File: src/rtl/rpn_pkg.sv
// ============================================================================
// Module      : rpn_pkg
// Description : Shared types and constants for the RPN stack sequencer.
// Revision    : 1.0 - initial release
// ============================================================================
`default_nettype none

package rpn_pkg;

   localparam int FLAGS_W = 4;

   // Encodings double as the status output code.
   typedef enum logic [1:0] {
      ST_IDLE = 2'd0,
      ST_LOAD = 2'd1,
      ST_EXEC = 2'd2
   } state_t;

   typedef logic [1:0] opcode_t;

   typedef enum logic [1:0] {
      UNDO_NONE = 2'd0,
      UNDO_PUSH = 2'd1,
      UNDO_OP   = 2'd2
   } undo_t;

endpackage

`default_nettype wire

File: src/rtl/rpn_stack_mem.sv
// ============================================================================
// Module      : rpn_stack_mem
// Description : DEPTH x WIDTH operand array with entry counter, two write
//               ports and top / below-top read ports. No control decisions.
// Revision    : 1.0 - initial release
// ============================================================================
`default_nettype none

module rpn_stack_mem #(
   parameter int WIDTH = 16,
   parameter int DEPTH = 4
) (
   input  logic                       clk,
   input  logic                       reset,
   input  logic                       i_wr0_en,
   input  logic [$clog2(DEPTH)-1:0]   i_wr0_idx,
   input  logic [WIDTH-1:0]           i_wr0_data,
   input  logic                       i_wr1_en,
   input  logic [$clog2(DEPTH)-1:0]   i_wr1_idx,
   input  logic [WIDTH-1:0]           i_wr1_data,
   input  logic                       i_inc,
   input  logic                       i_dec,
   output logic [WIDTH-1:0]           o_top,
   output logic [WIDTH-1:0]           o_below,
   output logic [$clog2(DEPTH+1)-1:0] o_depth
);

   localparam int AW = $clog2(DEPTH);
   localparam int DW = $clog2(DEPTH+1);

   logic [WIDTH-1:0] r_mem [DEPTH];
   logic [DW-1:0]    r_depth;
   logic [AW-1:0]    w_idx_m1;
   logic [AW-1:0]    w_idx_m2;

   assign w_idx_m1 = AW'(r_depth - DW'(1));
   assign w_idx_m2 = AW'(r_depth - DW'(2));

   assign o_top   = (r_depth == '0)     ? '0 : r_mem[w_idx_m1];
   assign o_below = (r_depth < DW'(2))  ? '0 : r_mem[w_idx_m2];
   assign o_depth = r_depth;

   always_ff @(posedge clk) begin
      if (reset) begin
         for (int i = 0; i < DEPTH; i++) begin
            r_mem[i] <= '0;
         end
         r_depth <= '0;
      end else begin
         if (i_wr0_en) begin
            r_mem[i_wr0_idx] <= i_wr0_data;
         end
         if (i_wr1_en) begin
            r_mem[i_wr1_idx] <= i_wr1_data;
         end
         if (i_inc) begin
            r_depth <= r_depth + DW'(1);
         end else if (i_dec) begin
            r_depth <= r_depth - DW'(1);
         end
      end
   end

endmodule

`default_nettype wire

File: src/rtl/rpn_stack_sequencer.sv
// ============================================================================
// Module      : rpn_stack_sequencer
// Description : Operand-stack controller sequencing the shared RPN ALU.
//               Optional macro RPN_UNDO_EN enables one-level undo.
// Revision    : 1.0 - initial release
// ============================================================================
`default_nettype none

module rpn_stack_sequencer
   import rpn_pkg::*;
#(
   parameter int WIDTH = 16,
   parameter int DEPTH = 4
) (
   input  logic                       clk,
   input  logic                       reset,
   input  logic                       push,
   input  logic                       op_req,
   input  logic [1:0]                 op_code,
   input  logic                       undo,
   input  logic [WIDTH-1:0]           data_in,
   output logic [WIDTH-1:0]           alu_a,
   output logic [WIDTH-1:0]           alu_b,
   output logic [1:0]                 alu_opcode,
   input  logic [WIDTH-1:0]           alu_result,
   input  logic [3:0]                 alu_flags,
   output logic [WIDTH-1:0]           to_display,
   output logic [3:0]                 flags,
   output logic [$clog2(DEPTH+1)-1:0] depth,
   output logic                       busy,
   output logic [2:0]                 status,
   output logic                       err_underflow,
   output logic                       err_overflow
);

   localparam int AW = $clog2(DEPTH);
   localparam int DW = $clog2(DEPTH+1);

   state_t               r_state;
   state_t               w_state_nxt;
   opcode_t              r_op;
   logic [WIDTH-1:0]     r_alu_a;
   logic [WIDTH-1:0]     r_alu_b;
   opcode_t              r_alu_op;
   logic [FLAGS_W-1:0]   r_flags;
   logic                 r_err_ovf;
   logic                 r_err_unf;

   logic                 w_wr0_en;
   logic [AW-1:0]        w_wr0_idx;
   logic [WIDTH-1:0]     w_wr0_data;
   logic                 w_wr1_en;
   logic [AW-1:0]        w_wr1_idx;
   logic [WIDTH-1:0]     w_wr1_data;
   logic                 w_inc;
   logic                 w_dec;
   logic                 w_err_ovf;
   logic                 w_err_unf;
   logic                 w_op_accept;
   logic [WIDTH-1:0]     w_top;
   logic [WIDTH-1:0]     w_below;
   logic [DW-1:0]        w_depth;
   logic [AW-1:0]        w_idx_d;
   logic [AW-1:0]        w_idx_m1;
   logic [AW-1:0]        w_idx_m2;

`ifdef RPN_UNDO_EN
   undo_t                r_undo;
   logic [FLAGS_W-1:0]   r_shadow_flags;
   logic                 w_push_accept;
   logic                 w_undo_accept;
   logic                 w_undo_op;
`endif

   rpn_stack_mem #(
      .WIDTH (WIDTH),
      .DEPTH (DEPTH)
   ) u_mem (
      .clk        (clk),
      .reset      (reset),
      .i_wr0_en   (w_wr0_en),
      .i_wr0_idx  (w_wr0_idx),
      .i_wr0_data (w_wr0_data),
      .i_wr1_en   (w_wr1_en),
      .i_wr1_idx  (w_wr1_idx),
      .i_wr1_data (w_wr1_data),
      .i_inc      (w_inc),
      .i_dec      (w_dec),
      .o_top      (w_top),
      .o_below    (w_below),
      .o_depth    (w_depth)
   );

   assign w_idx_d  = AW'(w_depth);
   assign w_idx_m1 = AW'(w_depth - DW'(1));
   assign w_idx_m2 = AW'(w_depth - DW'(2));

   always_comb begin
      w_state_nxt = r_state;
      w_wr0_en    = 1'b0;
      w_wr0_idx   = w_idx_d;
      w_wr0_data  = data_in;
      w_wr1_en    = 1'b0;
      w_wr1_idx   = w_idx_d;
      w_wr1_data  = r_alu_b;
      w_inc       = 1'b0;
      w_dec       = 1'b0;
      w_err_ovf   = 1'b0;
      w_err_unf   = 1'b0;
      w_op_accept = 1'b0;
`ifdef RPN_UNDO_EN
      w_push_accept = 1'b0;
      w_undo_accept = 1'b0;
      w_undo_op     = 1'b0;
`endif
      case (r_state)
         ST_IDLE: begin
            if (undo) begin
`ifdef RPN_UNDO_EN
               // Restoring an op re-creates both operands: A below, B on top.
               case (r_undo)
                  UNDO_PUSH: begin
                     w_dec         = 1'b1;
                     w_undo_accept = 1'b1;
                  end
                  UNDO_OP: begin
                     w_wr0_en      = 1'b1;
                     w_wr0_idx     = w_idx_m1;
                     w_wr0_data    = r_alu_a;
                     w_wr1_en      = 1'b1;
                     w_inc         = 1'b1;
                     w_undo_accept = 1'b1;
                     w_undo_op     = 1'b1;
                  end
                  default: w_err_unf = 1'b1;
               endcase
`else
               if (w_depth == '0) begin
                  w_err_unf = 1'b1;
               end else begin
                  w_dec = 1'b1;
               end
`endif
            end else if (op_req) begin
               if (w_depth >= DW'(2)) begin
                  w_op_accept = 1'b1;
                  w_state_nxt = ST_LOAD;
               end else begin
                  w_err_unf = 1'b1;
               end
            end else if (push) begin
               if (w_depth < DW'(DEPTH)) begin
                  w_wr0_en = 1'b1;
                  w_inc    = 1'b1;
`ifdef RPN_UNDO_EN
                  w_push_accept = 1'b1;
`endif
               end else begin
                  w_err_ovf = 1'b1;
               end
            end
         end
         ST_LOAD: w_state_nxt = ST_EXEC;
         ST_EXEC: begin
            w_state_nxt = ST_IDLE;
            w_wr0_en    = 1'b1;
            w_wr0_idx   = w_idx_m2;
            w_wr0_data  = alu_result;
            w_dec       = 1'b1;
         end
         default: w_state_nxt = ST_IDLE;
      endcase
   end

   always_ff @(posedge clk) begin
      if (reset) begin
         r_state   <= ST_IDLE;
         r_op      <= '0;
         r_alu_a   <= '0;
         r_alu_b   <= '0;
         r_alu_op  <= '0;
         r_flags   <= '0;
         r_err_ovf <= 1'b0;
         r_err_unf <= 1'b0;
      end else begin
         r_state   <= w_state_nxt;
         r_err_ovf <= w_err_ovf;
         r_err_unf <= w_err_unf;
         if (w_op_accept) begin
            r_op <= op_code;
         end
         if (r_state == ST_LOAD) begin
            r_alu_a  <= w_below;
            r_alu_b  <= w_top;
            r_alu_op <= r_op;
         end
         if (r_state == ST_EXEC) begin
            r_flags <= alu_flags;
         end
`ifdef RPN_UNDO_EN
         else if (w_undo_op) begin
            r_flags <= r_shadow_flags;
         end
`endif
      end
   end

`ifdef RPN_UNDO_EN
   // The ALU operand registers stay untouched until the next op, so they
   // double as the operand shadow for undo.
   always_ff @(posedge clk) begin
      if (reset) begin
         r_undo         <= UNDO_NONE;
         r_shadow_flags <= '0;
      end else if (r_state == ST_EXEC) begin
         r_undo         <= UNDO_OP;
         r_shadow_flags <= r_flags;
      end else if (w_push_accept) begin
         r_undo <= UNDO_PUSH;
      end else if (w_undo_accept || w_err_ovf || w_err_unf) begin
         r_undo <= UNDO_NONE;
      end
   end
`endif

   assign alu_a         = r_alu_a;
   assign alu_b         = r_alu_b;
   assign alu_opcode    = r_alu_op;
   assign to_display    = w_top;
   assign flags         = r_flags;
   assign depth         = w_depth;
   assign busy          = (r_state != ST_IDLE);
   assign status        = {1'b0, r_state};
   assign err_underflow = r_err_unf;
   assign err_overflow  = r_err_ovf;

endmodule

`default_nettype wire

File: config.mk
export PLATFORM = sky130hd
export DESIGN_NAME = rpn_stack_sequencer
export DESIGN_NICKNAME = d
export VERILOG_FILES = /design/src/rtl/rpn_pkg.sv /design/src/rtl/rpn_stack_mem.sv /design/src/rtl/rpn_stack_sequencer.sv
export SDC_FILE = /design/constraint.sdc
export NUM_CORES = 1
export LEC_CHECK = 0
export CAP_MARGIN = 25
export CORE_MARGIN = 4
export CORE_UTILIZATION = 25
export CTS_CLUSTER_SIZE = 20
export DETAILED_ROUTE_END_ITERATION = 12
export SLEW_MARGIN = 5
export SYNTH_ARGS = -nofsm -noshare
export SYNTH_HDL_FRONTEND = slang
export SYNTH_SLANG_ARGS = --single-unit
File: constraint.sdc
create_clock -name clk -period 6.5 [get_ports clk]
set_input_delay 0.975 -clock clk [delete_from_list [all_inputs] [get_ports clk]]
set_output_delay 0.975 -clock clk [all_outputs]
set_load 0.02 [all_outputs]
Word level (Yosys, flattened, before mapping)
Memories as Yosys holds them, arrays and structs flattened.
Cells that the tools add are included.
{"block": "totals", "reg_bits": 47, "ram_bits": 64, "input_bits": 43, "output_inout_bits": 63, "word_cells": 67, "n_memories": 1}
{"name": "u_mem.r_mem", "words": 4, "width": 16, "rd": 2, "rd_ports_with_merged_regs": 0, "write_ports": 4, "line_no": "rpn_stack_mem.sv:31", "source": "logic [WIDTH-1:0] r_mem [DEPTH];"}
{"block": "op_classes", "n_addsub": 3, "magnitude_cmp": 3, "eq_ne": 5, "n_mux": 36, "bitwise_logic": 2, "reduce_logical": 8}
{"operator": "16-bit 2-to-1 mux", "count": 4}
{"operator": "1-bit 2-to-1 mux", "count": 22}
{"operator": "16-bit OR reduction", "count": 1}
{"operator": "2-bit 2-to-1 mux", "count": 5}
{"operator": "3-bit 2-to-1 mux", "count": 2}
{"operator": "2-bit != test, second input constant", "count": 3}
{"operator": "5-bit OR reduction", "count": 1}
{"operator": "1-bit case mux with 2 select lines", "count": 2}
{"operator": "2-bit case mux with 2 select lines", "count": 1}
{"operator": "2-bit nonzero test", "count": 2}
{"operator": "3-bit by 1-bit adder with 3-bit output, second input constant", "count": 1}
{"operator": "3-bit by 2-bit >= comparator with 1-bit output, second input constant", "count": 1}
{"operator": "3-bit logical NOT", "count": 1}
{"operator": "3-bit by 2-bit less-than comparator with 1-bit output, second input constant", "count": 1}
{"operator": "3-bit less-than comparator, second input constant", "count": 1}
{"operator": "3-bit AND reduction", "count": 1}
{"operator": "3-bit by 1-bit subtractor with 3-bit output, second input constant", "count": 1}
{"operator": "2-bit by 1-bit == test with 1-bit output, second input constant", "count": 1}
{"operator": "2-bit == test, second input constant", "count": 1}
{"operator": "2-bit logical NOT", "count": 1}
{"operator": "1-bit inverter", "count": 2}
{"operator": "2-bit OR reduction", "count": 1}
{"operator": "2-bit subtractor, second input constant", "count": 1}

Depth between registers and ports, before layout
{"block": "depth", "word_depth": 11, "mapped_depth": 10, "ltp_nobuf": 6}

Modules after synthesis
From an unflattened synthesis, not the netlist that was laid out.
{"block": "unflattened", "hier_cells": 499, "area_unflattened_um2": 5759.3}
{"module": "rpn_stack_mem", "n_inst": 1, "cells_each": 284, "area_per_inst_um2": 3962.6, "seq_area_each_um2": 1981.9}
{"module": "rpn_stack_sequencer", "n_inst": 1, "cells_each": 215, "area_per_inst_um2": 1796.7, "seq_area_each_um2": 880.8}

Worst setup path after synthesis
No wires, ideal clock.
{"block": "synth_path", "kind": "reg-to-output", "start": "reg u_mem.r_depth[0], in the netlist u_mem.o_depth[0]", "end": "out to_display[14]", "arrival_time_ns": 2.808, "required_ns": 5.525, "slack_ns": 2.717, "path_stages_with_launch": 10, "n_path_buf": 5, "cell_sequence": "dfxtp_1 buf_2 buf_4 buf_2 inv_1 ha_1 buf_2 clkbuf_1 mux4_2 nor2b_1"}
{"block": "synth_between", "elab_chain_cells": 3}
{"element": "start: declaration", "line_no": "rpn_stack_mem.sv:32", "source": "logic [DW-1:0] r_depth;"}
{"element": "start signal: assignment", "line_no": "rpn_stack_mem.sv:57", "source": "r_depth <= r_depth + DW'(1);"}
{"element": "start signal: assignment", "line_no": "rpn_stack_mem.sv:59", "source": "r_depth <= r_depth - DW'(1);"}
{"element": "3-bit by 1-bit subtractor with 3-bit output"}
{"element": "memory read 4 x 16 bit"}
{"element": "16-bit 2-to-1 mux *", "line_no": "rpn_stack_mem.sv:39", "source": "assign o_top = (r_depth == '0) ? '0 : r_mem[w_idx_m1];"}
{"element": "end: declaration", "line_no": "rpn_stack_sequencer.sv:27", "source": "output logic [WIDTH-1:0] to_display,"}
Every way passes the cells marked *; elsewhere a longest branch is shown, timed or not.

Final worst setup path
{"block": "layout_path", "start": "reg u_mem.r_depth[0], in the netlist u_mem.o_depth[0]", "end": "out to_display[9]"}
The elaborated chain is that of the path after synthesis.

==> reports/qor.txt <==
========================================================================================
TritonCTS clock tree ......................................................         done
Core box area .............................................................   20,200 µm²
Non-Filler Instances ......................................................          765
Post-CTS repair timing setup buffer count .................................            0
Hold Crit Start ...........................................................     flags[3]
Clock share of power ......................................................        25.2%
Series of cell instances along the critical path .......................... inv_1 > ha_1 > mux4_2 > nor2b_1 > clkdlybuf4s50_1
Routability-driven placement congestion ratio .............................        0.760
Highest-count cells in the layout ignoring fill and taps .................. sky130_fd_sc_hd__clkdlybuf4s50_1 (103), sky130_fd_sc_hd__nor2_1 (93), sky130_fd_sc_hd__edfxtp_1 (64)
Max Root-Sink Buffers .....................................................            2
Worst-case setup margin in the final layout ...............................      2470 ps
Number of antenna diodes ..................................................            0
Normalized max-slew margin ................................................        31.1%
Launching instance or port of the critical path ........................... u_mem.o_depth[0]
Resized Gates After CTS ...................................................            0
First-pass GRT wire length ................................................    20,600 µm
Power Dens Cells ..........................................................   340 nW/µm²
Multi-input gate area .....................................................     2080 µm²
Worst clock skew ..........................................................      10.8 ps
Number of global-route vias before repair .................................        3,607
Category of cells accounting for the largest share of critical-path delay .  adder cells
Clock root cell ........................................................... sky130_fd_sc_hd__clkbuf_16
Share of Yosys cell area claimed by the top area cell type ................        37.6%
Pins Over Slew Limit ......................................................            0
Starting DRC count in detailed routing ....................................          244
Die Span Y ................................................................       151 µm
Relative area change from synthesis to final layout .......................        31.2%
Number of nets produced by synthesis ......................................          446
Vias per cell .............................................................         4.63
Post-detailed-route DRC marker count ......................................            0
Total congestion overflow .................................................            0
Number of antenna violations at the first check in global routing .........            0
Count of vias placed by the detailed router ...............................        3,539
Status .................................................................... finished, final reports clean
Unrepaired setup endpoints after global routing ...........................           no
Die outline width .........................................................       151 µm
Total of max-cap violations ...............................................            0
Top-level I/O count .......................................................          106
Cells after Synth .........................................................          400
Number of nets with antenna violations after detailed routing .............            0
Cell internal power dissipation ...........................................      1.53 mW
Nature of the critical path endpoint ...................................... primary output
Synth warn ................................................................            0
FF+latch count, synth .....................................................          111
Total of endpoints with negative setup slack in the final report ..........            0
Top cells by area, synth .................................................. sky130_fd_sc_hd__edfxtp_1 (38%), sky130_fd_sc_hd__dfxtp_1 (18%), sky130_fd_sc_hd__mux4_2 (14%)
Net count, final ..........................................................          536
Area of the die ...........................................................   22,800 µm²
Hold Violations, Final ....................................................            0
Part of the power in combinational logic ..................................        38.4%
Fraction of the yosys area taken by sequential cells ......................        56.1%
Arr. time, crit path ......................................................      3050 ps
Total Negative Setup Slacks ...............................................         0 ps
Number of buffers inserted during clock tree synthesis ....................            9
Primary flip-flop cell chosen by synthesis mapping ........................ sky130_fd_sc_hd__edfxtp_1
Crit path max-delay cell type ............................................. sky130_fd_sc_hd__ha_1
Fin crit period ...........................................................      4030 ps
Synth Area per Inst .......................................................     12.8 µm²
Number of instances in the placed design ..................................          749
Proportion of power drawn by flip-flops and latches .......................        36.5%
Clock latency reported for the late side of the worst-skew pair ...........       350 ps
Path class of the lowest-slack min-delay path ............................. flip-flop to flip-flop
CP Launch Type ............................................................    flip-flop
Distinct cells, synth .....................................................           37
Largest stage delay on the critical path ..................................       940 ps
EDFF count, synth .........................................................           64
First-pass iteration count of the detailed router .........................            4
Most common library cell in the layout ignoring fill and taps ............. sky130_fd_sc_hd__clkdlybuf4s50_1
Crit path kind ............................................................ flip-flop to primary output
Post-Route Hold Slack .....................................................       498 ps
Peak supply drop ..........................................................   0.000192 V
Maximum operating frequency ...............................................      248 MHz
Detailed Place HPWL .......................................................      9430 µm
Cell accounting for the most synthesized area ............................. sky130_fd_sc_hd__edfxtp_1
Wire length after detailed routing ........................................    13,600 µm
Max FO, Critical Path .....................................................           18
Routed WL per cell ........................................................      17.8 µm
Area taken by flip-flops and latches ......................................     2860 µm²
Mapped cell area ..........................................................     5100 µm²
Post-route clock period utilization .......................................        62.0%
Sink count of the clock tree ..............................................          111
Source of the worst register-to-register timing path ......................   r_state[1]
Clock-pin slew of the registers on the worst-case setup and hold paths ....        70 ps
Total design power ........................................................      2.28 mW
Switching fraction of total power .........................................        32.8%
Buf+Inv Stages, Crit Path .................................................            2
I/O Buffers ...............................................................          104
Layout filler cell count ..................................................        1,983
Net switching power .......................................................     0.748 mW
Effective utilization at floorplan ........................................        25.3%
Pin count of the biggest net entering global routing ......................           54
Share of layout cells above drive strength 1 ..............................        13.3%
Number of H-tree levels ...................................................            3
Required time at the endpoint of the critical path ........................      5520 ps
Leakage power .............................................................      2.27 nW
Pre-CTS setup slack .......................................................      2790 ps
Global routing usage summed across all routing layers .....................        11.9%
Number of hold buffers added after cts ....................................            0
Number of rows created at floorplan .......................................           52
Proportion of synthesized flip-flops having asynchronous set or reset .....           0%
Worst-Margin Slew .........................................................      1030 ps
========================================================================================
[per-stage QoR]
stage	utilization, %	area [µm²]
after floorplan	-	5100
after global placement	31.7	6380
after detailed placement	31.7	6380
after CTS	33.2	6700
after global routing	33.2	6700
final	33.2	6700
[final timing paths]
path	slack, ps	to	depth (start not counted)
setup / recovery	2470	to_display[9]	5
hold / removal	500	flags[3]	2
setup reg to reg	3800	u_mem.r_mem[1][2]	4
hold reg to reg	500	flags[3]	2
[cell type report]
cell class	instances	area share, %
Tap cell	270	5.04
Inverter	3	0.168
Multi-Input combinational cell	254	31.1
Clock buffer	10	3.57
Clock inverter	6	1.08
Timing Repair Buffer	111	16.3
Sequential cell	111	42.8
[kinds of logic after synthesis]
family / synth area share [%]
fa+ha+maj: 0.735
xor+xnor: 0.515
simple gates: 13.4
flops: 56.1
other cells: 0.0735
mux: 18.8
compound gates: 7.08
buf+inv: 3.26
[power by group through the flow]
stage | Sequential (mW) | Clock [mW] | Combinational [mW]
after floorplan | 0.855 | 0 | 0.568
after global placement | 0.843 | 0 | 0.881
after CTS | 0.830 | 0.587 | 0.892
after detailed placement | 0.846 | 0 | 0.887
final | 0.830 | 0.573 | 0.874
after global routing | 0.837 | 0.620 | 0.944
[registers in the layout, indices dropped and copies added, names as in the netlist]
name	count
flags	4
r_state	2
err_overflow	1
alu_b	16
u_mem.r_mem	64
u_mem.o_depth	3
alu_a	16
r_op	2
err_underflow	1
alu_opcode	2
[tightest hold or removal path: cells and delay by family, from the launching register on]
| family | cells | cell delay (ps) |
|---|---|---|
| DFF | 1 | 330 |
| and+or+nand+nor | 1 | 70 |
| muxes | 1 | 60 |
[synthesized netlist by cell type, types with 2 or more instances]
cell                       count
sky130_fd_sc_hd__nor2_1       93
sky130_fd_sc_hd__edfxtp_1     64
sky130_fd_sc_hd__dfxtp_1      47
sky130_fd_sc_hd__nor2b_1      34
sky130_fd_sc_hd__mux4_2       32
sky130_fd_sc_hd__mux2i_1      24
sky130_fd_sc_hd__clkbuf_1     17
sky130_fd_sc_hd__a22o_1       16
sky130_fd_sc_hd__a22oi_1      16
sky130_fd_sc_hd__buf_2         6
sky130_fd_sc_hd__nand2b_1      5
sky130_fd_sc_hd__a31o_2        4
sky130_fd_sc_hd__nand3_1       4
sky130_fd_sc_hd__a21oi_1       3
sky130_fd_sc_hd__buf_1         3
sky130_fd_sc_hd__buf_4         3
sky130_fd_sc_hd__ha_1          3
sky130_fd_sc_hd__inv_1         3
sky130_fd_sc_hd__xnor2_1       3
sky130_fd_sc_hd__buf_6         2
sky130_fd_sc_hd__nor4_1        2
[metal layers]
metal	share of wire [%]	up-vias	global-route usage [%]	wire, µm
met5	0	-	0	0
met4	1.6	0	3.67	211
met3	6.4	13	2.30	872
met2	50	124	20.2	6750
met1	42	1751	15.3	5770
li1	-	1651	-	-
No activity file was read; power rests on OpenSTA's default activity.
